$ cat src/rtl/spi_pkg.sv
// Types and default constants shared by the SPI master and the sample-receiving slave.
package spi_pkg;

  typedef enum logic [2:0] {
    IDLE,
    SETUP,
    SHIFT,
    DONE,
    GAP
  } spi_state_t;

  localparam int SPI_WIDTH    = 32;
  localparam int SPI_CLK_DIV  = 4;
  localparam int SPI_IDLE_GAP = 2;

endpackage

$ cat src/rtl/spi_master_if.sv
// Core-side handshake plus board-side SPI pins of the master, grouped as one bundle.
// start is taken only while ready=1; done is a one-cycle strobe marking rx_data valid.
interface spi_master_if
  import spi_pkg::*;
#(
  parameter int WIDTH = SPI_WIDTH
);

  logic             start;
  logic [WIDTH-1:0] tx_data;
  logic             ready;
  logic             busy;
  logic             done;
  logic [WIDTH-1:0] rx_data;
  logic             sck;
  logic             sdo;
  logic             sdi;
  logic             ss_n;

  modport master (
    input  start, tx_data, sdi,
    output ready, busy, done, rx_data, sck, sdo, ss_n
  );

  modport slave (
    output start, tx_data, sdi,
    input  ready, busy, done, rx_data, sck, sdo, ss_n
  );

endinterface

$ cat src/rtl/spi_clk_gen.sv
// sck divider: toggles sck every CLK_DIV enabled cycles and flags which edge is coming.
module spi_clk_gen #(
  parameter int CLK_DIV = 4
) (
  input  logic clk,
  input  logic reset,
  input  logic i_en,
  input  logic i_clr,
  output logic o_sck,
  output logic o_rise_tick,
  output logic o_fall_tick
);

  localparam int DW = $clog2(CLK_DIV);

  logic [DW-1:0] r_div_cnt;
  logic          r_sck;
  logic          w_tick;

  assign w_tick      = i_en && (r_div_cnt == DW'(CLK_DIV - 1));
  assign o_rise_tick = w_tick && !r_sck;
  assign o_fall_tick = w_tick && r_sck;
  assign o_sck       = r_sck;

  // Disabled means parked: counter at zero and sck low, so every entry starts a fresh half-period.
  always_ff @(posedge clk or posedge reset) begin
    if (reset) begin
      r_div_cnt <= '0;
      r_sck     <= 1'b0;
    end else if (i_clr || !i_en) begin
      r_div_cnt <= '0;
      r_sck     <= 1'b0;
    end else if (w_tick) begin
      r_div_cnt <= '0;
      r_sck     <= ~r_sck;
    end else begin
      r_div_cnt <= r_div_cnt + 1'b1;
    end
  end

endmodule

$ cat src/rtl/spi_master.sv
// Mode-0 SPI master: shifts a WIDTH-bit word out MSB-first on sdo while capturing sdi.
module spi_master
  import spi_pkg::*;
#(
  parameter int WIDTH    = SPI_WIDTH,
  parameter int CLK_DIV  = SPI_CLK_DIV,
  parameter int IDLE_GAP = SPI_IDLE_GAP
) (
  input  logic              clk,
  input  logic              reset,
  spi_master_if.master      bus,
  output spi_state_t        o_dbg_state
);

  localparam int BW = $clog2(WIDTH + 1);
  localparam int GW = (IDLE_GAP > 0) ? $clog2(IDLE_GAP + 1) : 1;

  spi_state_t       r_state, w_next;
  logic [WIDTH-1:0] r_tx_sh, r_rx_sh, r_rx_data;
  logic [BW-1:0]    r_bit_cnt;
  logic [GW-1:0]    r_gap_cnt;
  logic             w_busy, w_accept, w_last_fall;
  logic             w_sck, w_rise_tick, w_fall_tick;

  spi_clk_gen #(.CLK_DIV(CLK_DIV)) u_clk_gen (
    .clk         (clk),
    .reset       (reset),
    .i_en        (w_busy),
    .i_clr       (r_state == IDLE),
    .o_sck       (w_sck),
    .o_rise_tick (w_rise_tick),
    .o_fall_tick (w_fall_tick)
  );

  assign w_busy      = (r_state == SETUP) || (r_state == SHIFT);
  assign w_accept    = (r_state == IDLE) && bus.start;
  assign w_last_fall = w_fall_tick && (r_bit_cnt == BW'(WIDTH - 1));

  always_ff @(posedge clk or posedge reset) begin
    if (reset) r_state <= IDLE;
    else       r_state <= w_next;
  end

  always_comb begin
    w_next = r_state;
    unique case (r_state)
      IDLE:    if (bus.start) w_next = SETUP;
      SETUP:   if (w_rise_tick) w_next = SHIFT;
      SHIFT:   if (w_last_fall) w_next = DONE;
      DONE:    w_next = (IDLE_GAP == 0) ? IDLE : GAP;
      GAP:     if (r_gap_cnt == GW'(IDLE_GAP - 1)) w_next = IDLE;
      default: w_next = IDLE;
    endcase
  end

  // The first rise happens on leaving SETUP; sampling there too yields WIDTH captured bits.
  always_ff @(posedge clk or posedge reset) begin
    if (reset) begin
      r_tx_sh   <= '0;
      r_rx_sh   <= '0;
      r_rx_data <= '0;
      r_bit_cnt <= '0;
    end else if (w_accept) begin
      r_tx_sh   <= bus.tx_data;
      r_rx_sh   <= '0;
      r_bit_cnt <= '0;
    end else if (w_rise_tick) begin
      r_rx_sh   <= {r_rx_sh[WIDTH-2:0], bus.sdi};
    end else if (w_fall_tick) begin
      r_tx_sh   <= {r_tx_sh[WIDTH-2:0], 1'b0};
      r_bit_cnt <= r_bit_cnt + 1'b1;
      if (w_last_fall) r_rx_data <= r_rx_sh;
    end
  end

  always_ff @(posedge clk or posedge reset) begin
    if (reset)               r_gap_cnt <= '0;
    else if (r_state == GAP) r_gap_cnt <= r_gap_cnt + 1'b1;
    else                     r_gap_cnt <= '0;
  end

  // tx_sh is fully zero-filled after WIDTH shifts, so sdo reads 0 outside a frame.
  assign bus.sdo     = r_tx_sh[WIDTH-1];
  assign bus.sck     = w_sck;
  assign bus.ss_n    = !w_busy;
  assign bus.busy    = w_busy;
  assign bus.ready   = (r_state == IDLE);
  assign bus.done    = (r_state == DONE);
  assign bus.rx_data = r_rx_data;
  assign o_dbg_state = r_state;

endmodule

$ cat src/flat_wrapper.sv
// flat-port wrapper written by rule: the top's interface ports become plain ports
module spi_master_flat import spi_pkg::*;
#(
  parameter int WIDTH    = SPI_WIDTH,
  parameter int CLK_DIV  = SPI_CLK_DIV,
  parameter int IDLE_GAP = SPI_IDLE_GAP
)
  (clk, reset, o_dbg_state, bus_start, bus_tx_data, bus_sdi, bus_ready, bus_busy, bus_done, bus_rx_data, bus_sck, bus_sdo, bus_ss_n);
  spi_master_if #(.WIDTH(WIDTH)) bus_i ();
  input  logic clk;
  input  logic reset;
  output spi_state_t o_dbg_state;
  input wire logic [$bits(bus_i.start)-1:0] bus_start;
  input wire logic [$bits(bus_i.tx_data)-1:0] bus_tx_data;
  input wire logic [$bits(bus_i.sdi)-1:0] bus_sdi;
  output wire logic [$bits(bus_i.ready)-1:0] bus_ready;
  output wire logic [$bits(bus_i.busy)-1:0] bus_busy;
  output wire logic [$bits(bus_i.done)-1:0] bus_done;
  output wire logic [$bits(bus_i.rx_data)-1:0] bus_rx_data;
  output wire logic [$bits(bus_i.sck)-1:0] bus_sck;
  output wire logic [$bits(bus_i.sdo)-1:0] bus_sdo;
  output wire logic [$bits(bus_i.ss_n)-1:0] bus_ss_n;
  assign bus_i.start = bus_start;
  assign bus_i.tx_data = bus_tx_data;
  assign bus_i.sdi = bus_sdi;
  assign bus_ready = bus_i.ready;
  assign bus_busy = bus_i.busy;
  assign bus_done = bus_i.done;
  assign bus_rx_data = bus_i.rx_data;
  assign bus_sck = bus_i.sck;
  assign bus_sdo = bus_i.sdo;
  assign bus_ss_n = bus_i.ss_n;
  spi_master #(.WIDTH(WIDTH), .CLK_DIV(CLK_DIV), .IDLE_GAP(IDLE_GAP)) u_core (.clk(clk), .reset(reset), .bus(bus_i), .o_dbg_state(o_dbg_state));
endmodule
$ cat config.mk
export PLATFORM = sky130hd
export DESIGN_NAME = spi_master_flat
export DESIGN_NICKNAME = d
export VERILOG_FILES = /design/src/rtl/spi_pkg.sv /design/src/rtl/spi_master_if.sv /design/src/rtl/spi_clk_gen.sv /design/src/rtl/spi_master.sv /design/src/flat_wrapper.sv
export SDC_FILE = /design/constraint.sdc
export NUM_CORES = 1
export LEC_CHECK = 0
export ABC_CLOCK_PERIOD_IN_PS = 6300
export CAP_MARGIN = 20
export CORE_MARGIN = 2
export CORE_UTILIZATION = 58
export DETAILED_ROUTE_END_ITERATION = 8
export PLACE_DENSITY = 0.85
export SLEW_MARGIN = 20
export SYNTH_ARGS = -nofsm -noshare
export SYNTH_HDL_FRONTEND = slang
export SYNTH_SLANG_ARGS = --single-unit
$ cat constraint.sdc
create_clock -name clk -period 6.3 [get_ports clk]
set_input_delay 1.26 -clock clk [delete_from_list [all_inputs] [get_ports clk]]
set_output_delay 1.26 -clock clk [all_outputs]
set_load 0.005 [all_outputs]
==> out/qor.yml, run 1 <==
outcome: "completed"
reg2reg_depth: 5
leakagePower_uw: 0.00242
r2r_end: "u_core.bus.rx_data[4]"
yosys_warnings: 0
routed_wl_um: 10600
hold_path.class: "reg -> reg"
slowest_stage: "dfrtp_1"
drive_above_1_share_pct: 11.4
setup_ws_ps: 3040
power.total_uw: 2180
placedCellCount: 613
endpoint_kind: "output port"
clk_pin_slew_ps: 100
nets: 559
port_buffers: 76
synth_area_leaders: "dfrtp_1 (57%), o21ai_0 (7.0%), mux2_2 (6.7%)"
vias: 3873
min_period_over_period_pct: 51.8
synth_seq_cells: 110
first_pass_iters: 5
synth.distinct_cells: 35
slew_viol_final: 0
clk_latency_ps: 370
avgSynthCellArea_um2: 10.3
fillers: 606
tightest_slew_ps: 902
grt_pass1_wl_um: 17400
cap_viol_max_count: 0
syn_nets: 510
numCtsBuffers: 9
r2r_start: "u_core.o_dbg_state[0]"
dieArea_um2: 9110
ctsHtreeMaxLevel: 3
place_congestion: 0.783
synth_area_um2: 4850
io_pins: 77
antenna_found_initial: 0
cp-endpoint: "bus_ss_n"
gr-usage-all-layers_pct: 24.3
die_h_um: 95.5
final_area_um2: 5840
r2r_setup_slack_ps: 3340
die-width_um: 95.5
core_um2: 8180
postRouteAntennaNets: 0
cts_tree: "yes"
start_kind: "flop"
register_area_um2: 2750
path_max_fanout: 12
grt_start_max_net_pins: 76
fmax_ghz: 0.306
synth_top_cell_by_area: "dfrtp_1"
grt_pass1_vias: 3667
postCtsSetupBuffers: 0
clockBufferDepth: 2
rsz0062_at_grt: "no"
min_period_ps: 3260
rows: 33
pre_cts_ws_ps: 2980
cts.sinks: 110
max-vdd-ir-drop_v: 0.000228
fin_cells: 630
dpl.hpwl_um: 6290
start_util_pct: 59.4
cellPowerDensity_nw_per_um2: 374
max_slew_margin_pct: 39.9
syn_inst: 471
hold_violations: 0
wl_per_cell_um: 16.9
critPathArrivalTime_ps: 2000
synth_top_area_share_pct: 56.7
skew_ps: 11.0
drtIter0Drc: 246
crit_cells: 4
antennaDiodeCount: 0
required_ps: 5040
setup_tns_ps: 0
viasPerCell: 6.15
area_delta_synth_final_pct: 20.3
critPathTopFamily: "flip-flops"
multiInputGateArea_um2: 1900
crit_chain: "xnor2_2, nor2_1, inv_1, clkdlybuf4s50_1"
overflow: 0
placed_area_um2: 5640
crit_type: "reg -> out"
path_buf_inv: 2
clockRootBuffer: "clkbuf_8"
cts_resized: 0
holdBufCountCts: 0
cp-startpoint: "u_core.o_dbg_state[0]"
drc: 0
max_stage_delay_ps: 730
seq_area_frac_synth_pct: 56.7
setup_viol: 0
area by class of cell:
type                       instances  share of cell area (%)
clock buffer                      11                    2.25
clock inverter                     5                   0.922
inverter                           4                   0.300
multi-input combinational        311                    32.6
sequential                       110                    47.1
tap                              105                    2.25
timing repair buffer              84                    14.5
routing by layer:
metal  routed length [µm]  global-route usage (%)
met1                 4540                    34.5
met2                 5250                    38.1
met3                  759                    5.85
met4                   93                    6.07
met5                    0                       0
state kept, by name, indices dropped and copies added (netlist names):
register                    cells
u_core.u_clk_gen.r_div_cnt      2
u_core.u_clk_gen.o_sck          1
u_core.r_tx_sh                 32
u_core.r_bit_cnt                6
u_core.bus.rx_data             32
u_core.o_dbg_state              3
u_core.r_rx_sh                 32
u_core.r_gap_cnt                2
worst register-to-register path, cell delays in order, from the launching register on:
cell and delay [ps]:
dfrtp_1 730, xnor2_2 120, buf_4 350, nor4_4 830, buf_4 430, mux2_2 390
how the worst min path moves through the flow:
stage | from | endpoint | slack, ps | cells after the start
after floorplan | u_core.r_gap_cnt[0] | u_core.r_gap_cnt[0] | 410 | 1
after global placement | u_core.r_gap_cnt[0] | u_core.r_gap_cnt[0] | 420 | 1
after detailed placement | u_core.r_gap_cnt[0] | u_core.r_gap_cnt[0] | 430 | 1
after CTS | u_core.r_gap_cnt[0] | u_core.r_gap_cnt[0] | 450 | 1
after global routing | u_core.u_clk_gen.r_div_cnt[0] | u_core.u_clk_gen.r_div_cnt[0] | 470 | 1
final | u_core.r_gap_cnt[0] | u_core.r_gap_cnt[0] | 450 | 1
per-stage QoR:
step	utilization, %	hold WS [ps]
finish	71.4	445
floorplan	-	410
detailed placement	68.9	434
CTS	71.2	451
global route	71.4	465
global placement	68.6	420
cell usage in the layout, fill, tap and decap left out, types with 6 or more instances in the layout:
cell,synthesis,final
nor2_1,38,38
mux2_2,29,29
a31oi_1,31,31
o21ai_0,68,68
nand2_1,6,6
dfrtp_1,110,110
clkbuf_8,0,9
nand3_1,65,65
clkdlybuf4s50_1,0,76
a21oi_1,36,36
buf_4,0,6
power by group:
part	internal, µW	total (µW)	switching (µW)
logic	274	765	491
clock network	153	398	245
registers	879	1020	141
logic make-up (layout without fill, tap and decap cells):
group / after synthesis / in the layout / synth area share, %
adder cells (fa/ha/maj): 3 / 3 / 0.774
XOR/XNOR: 3 / 3 / 0.696
flip-flops: 110 / 110 / 56.7
buffers and inverters: 50 / 104 / 4.69
multiplexers: 35 / 35 / 8.05
AO/OA/AOI/OAI: 139 / 139 / 15.4
AND/OR/NAND/NOR: 131 / 131 / 13.7
synthesized netlist by cell type:
cell type  number
nor4b_1         2
or3b_2          1
mux2_2         29
mux2i_1         3
nand2_1         6
nand2b_1        2
nand3_1        65
and2_1          1
dfrtp_1       110
and3b_1         2
mux2_1          3
xor2_2          1
buf_6           5
o211ai_1        1
nor2_1         38
nand4b_1        1
nor3b_1         2
a31oi_1        31
clkbuf_1       39
nor4_1          1
ha_1            3
xnor2_1         2
inv_1           4
o21bai_1        1
o31ai_1         1
o21ai_0        68
a22o_1          1
buf_2           2
or4_1           1
nor4_4          1
a21oi_1        36
nor3_1          3
nand3b_1        2
or4b_1          1
or3_1           2
Note: power is estimated with default switching activity, not from simulation.
==> inputs of run 2 (changes only) <==
- ABC_CLOCK_PERIOD_IN_PS: 6300 -> 3100
- CORE_UTILIZATION: 58 -> 53
- PLACE_DENSITY: 0.85 -> 0.79
- clock period: 6.3 -> 3.1 ns (I/O delays scaled with it)
==> out/qor.yml, run 2 (synthesis gave the netlist of run 1 again) <==
hold_violations: 0  # unchanged
antenna_found_initial: 0  # unchanged
grt_pass1_wl_um: 17800  # +2.6%
layout_commonest_cell: "dfrtp_1"
hold_depth: 1  # unchanged
core_um2: 8810  # +7.7%
multiInputGateArea_um2: 1900  # about the same
vias: 3793  # -2.1%
reg2reg_depth: 5  # unchanged
die-width_um: 99.7  # +4.4%
overflow: 0  # unchanged
grt_pass1_vias: 3817  # +4.1%
switchingPower_uw: 1780  # +100%
port_buffers: 76  # unchanged
io_pins: 77  # unchanged
routed_wl_um: 10500  # -1.3%
outcome: "completed"
slowest_stage: "dfrtp_1"
antennaDiodeCount: 0  # unchanged
clockRootBuffer: "clkbuf_8"
power_frac_clock_pct: 18.7  # +0.5 points
tightest_slew_ps: 754  # -148 ps
max-vdd-ir-drop_v: 0.000461  # +100%
max_slew_margin_pct: 49.7  # +9.8 points
skew_ps: 19.4  # +8.41 ps
crit_type: "reg -> out"
drive_above_1_share_pct: 12.0  # +0.53 points
dieArea_um2: 9940  # +9.0%
setup_tns_ps: 0  # unchanged
endpoint_kind: "output port"
holdBufCountCts: 0  # unchanged
fmax_ghz: 0.367
r2r_start: "u_core.u_clk_gen.r_div_cnt[0]"
setup_viol: 0  # unchanged
cap_viol_max_count: 0  # unchanged
postRouteAntennaNets: 0  # unchanged
viasPerCell: 5.97  # -2.8%
min_period_ps: 2720
start_util_pct: 55.1  # -4.3 points
min_period_over_period_pct: 87.8
area_delta_synth_final_pct: 20.8
fillers: 701  # +16%
rows: 34  # +3.0%
required_ps: 2480  # -2560 ps
power_frac_comb_pct: 34.9  # about the same
start_kind: "flop"
max_stage_delay_ps: 580  # -150 ps
die_h_um: 99.7  # +4.4%
min_from: "u_core.r_gap_cnt[0]"
cellPowerDensity_nw_per_um2: 761  # +100%
place_congestion: 0.724  # -7.5%
gr-usage-all-layers_pct: 22.1  # -2.2 points
p_int_uw: 2680  # +110%
path_max_fanout: 11  # -1
p_sw_share_pct: 39.9  # -0.22 points
wl_per_cell_um: 16.5  # -2.1%
seq_power_share_pct: 46.5  # -0.2 points
slew_viol_final: 0  # unchanged
crit_chain: "xnor2_2, nor2_1, inv_1, clkdlybuf4s50_1"
grt_start_max_net_pins: 111  # +46%
cts.sinks: 110  # unchanged
clk_latency_ps: 380  # about the same
cts_resized: 0  # unchanged
hold_path.class: "reg -> reg"
utilization_pct: 66.6  # -4.9 points
first_pass_iters: 4  # -1
numCtsBuffers: 9  # unchanged
cp-startpoint: "u_core.o_dbg_state[1]"
drc: 0  # unchanged
dpl.hpwl_um: 6380  # +1.4%
nets: 561  # +0.36%
register_area_um2: 2750  # unchanged
postCtsSetupBuffers: 0  # unchanged
ctsHtreeMaxLevel: 3  # unchanged
layout_common_cells: "dfrtp_1 (110), clkdlybuf4s50_1 (76), o21ai_0 (68), nand3_1 (65), nor2_1 (38)"
leakagePower_uw: 0.00243  # +0.12%
drtIter0Drc: 239  # -2.8%
clockBufferDepth: 2  # unchanged
clk_pin_slew_ps: 100  # about the same
rsz0062_at_grt: "no"
critPathArrivalTime_ps: 2100  # +100 ps
cts_tree: "yes"
## run 2: worst max-delay path: cells and delay by family (launching register included)
kind	cells	cell delay, ps
buf+inv	2	650
flops	1	580
xor+xnor	1	380
simple gates	1	120
## run 2: final cells by class
type                            instances  share of cell area, %
Timing Repair Buffer                   86                   14.7
Sequential cell                       110                   47.0
Clock inverter                          7                   1.15
Clock buffer                            9                   2.11
Tap cell                              108                   2.31
Inverter                                4                  0.320
Multi-Input combinational cell        311                   32.5
## run 2: power groups by stage
| stage | logic (µW) | clock network [µW] | registers (µW) |
|---|---|---|---|
| 2_1_floorplan | 1140 | 0 | 1960 |
| 3_3_place_gp | 1500 | 0 | 2070 |
| 3_5_place_dp | 1560 | 0 | 2090 |
| 4_1_cts | 1560 | 855 | 2070 |
| 5_1_grt | 1750 | 897 | 2120 |
| 6_report | 1560 | 832 | 2070 |
## run 2: metrics by stage
step	setup slack, ps	cell area, µm²	total power (µW)	hold WS, ps	cells
floorplan	1080	4860	3100	410	471
global placement	672	5670	3570	420	619
detailed placement	628	5670	3650	434	619
finish	378	5860	4460	442	635
CTS	344	5860	4480	449	635
global route	221	5860	4770	470	635
## run 2: per-layer routing
| layer | GRT usage [%] | wire length (µm) |
|---|---|---|
| met1 | 30.9 | 4770 |
| met4 | 4.21 | 64 |
| met5 | 0 | 0 |
| met3 | 5.90 | 626 |
| met2 | 35.4 | 5040 |
## run 2: worst paths after layout
kind / end / slack, ps
hold / removal: u_core.r_gap_cnt[0] / 440
setup / recovery: bus_ss_n / 380
max in group asynchronous: u_core.r_bit_cnt[5] / 1900
setup reg to reg: u_core.bus.rx_data[29] / 870
min in group asynchronous: u_core.bus.rx_data[9] / 720
hold reg to reg: u_core.r_gap_cnt[0] / 440
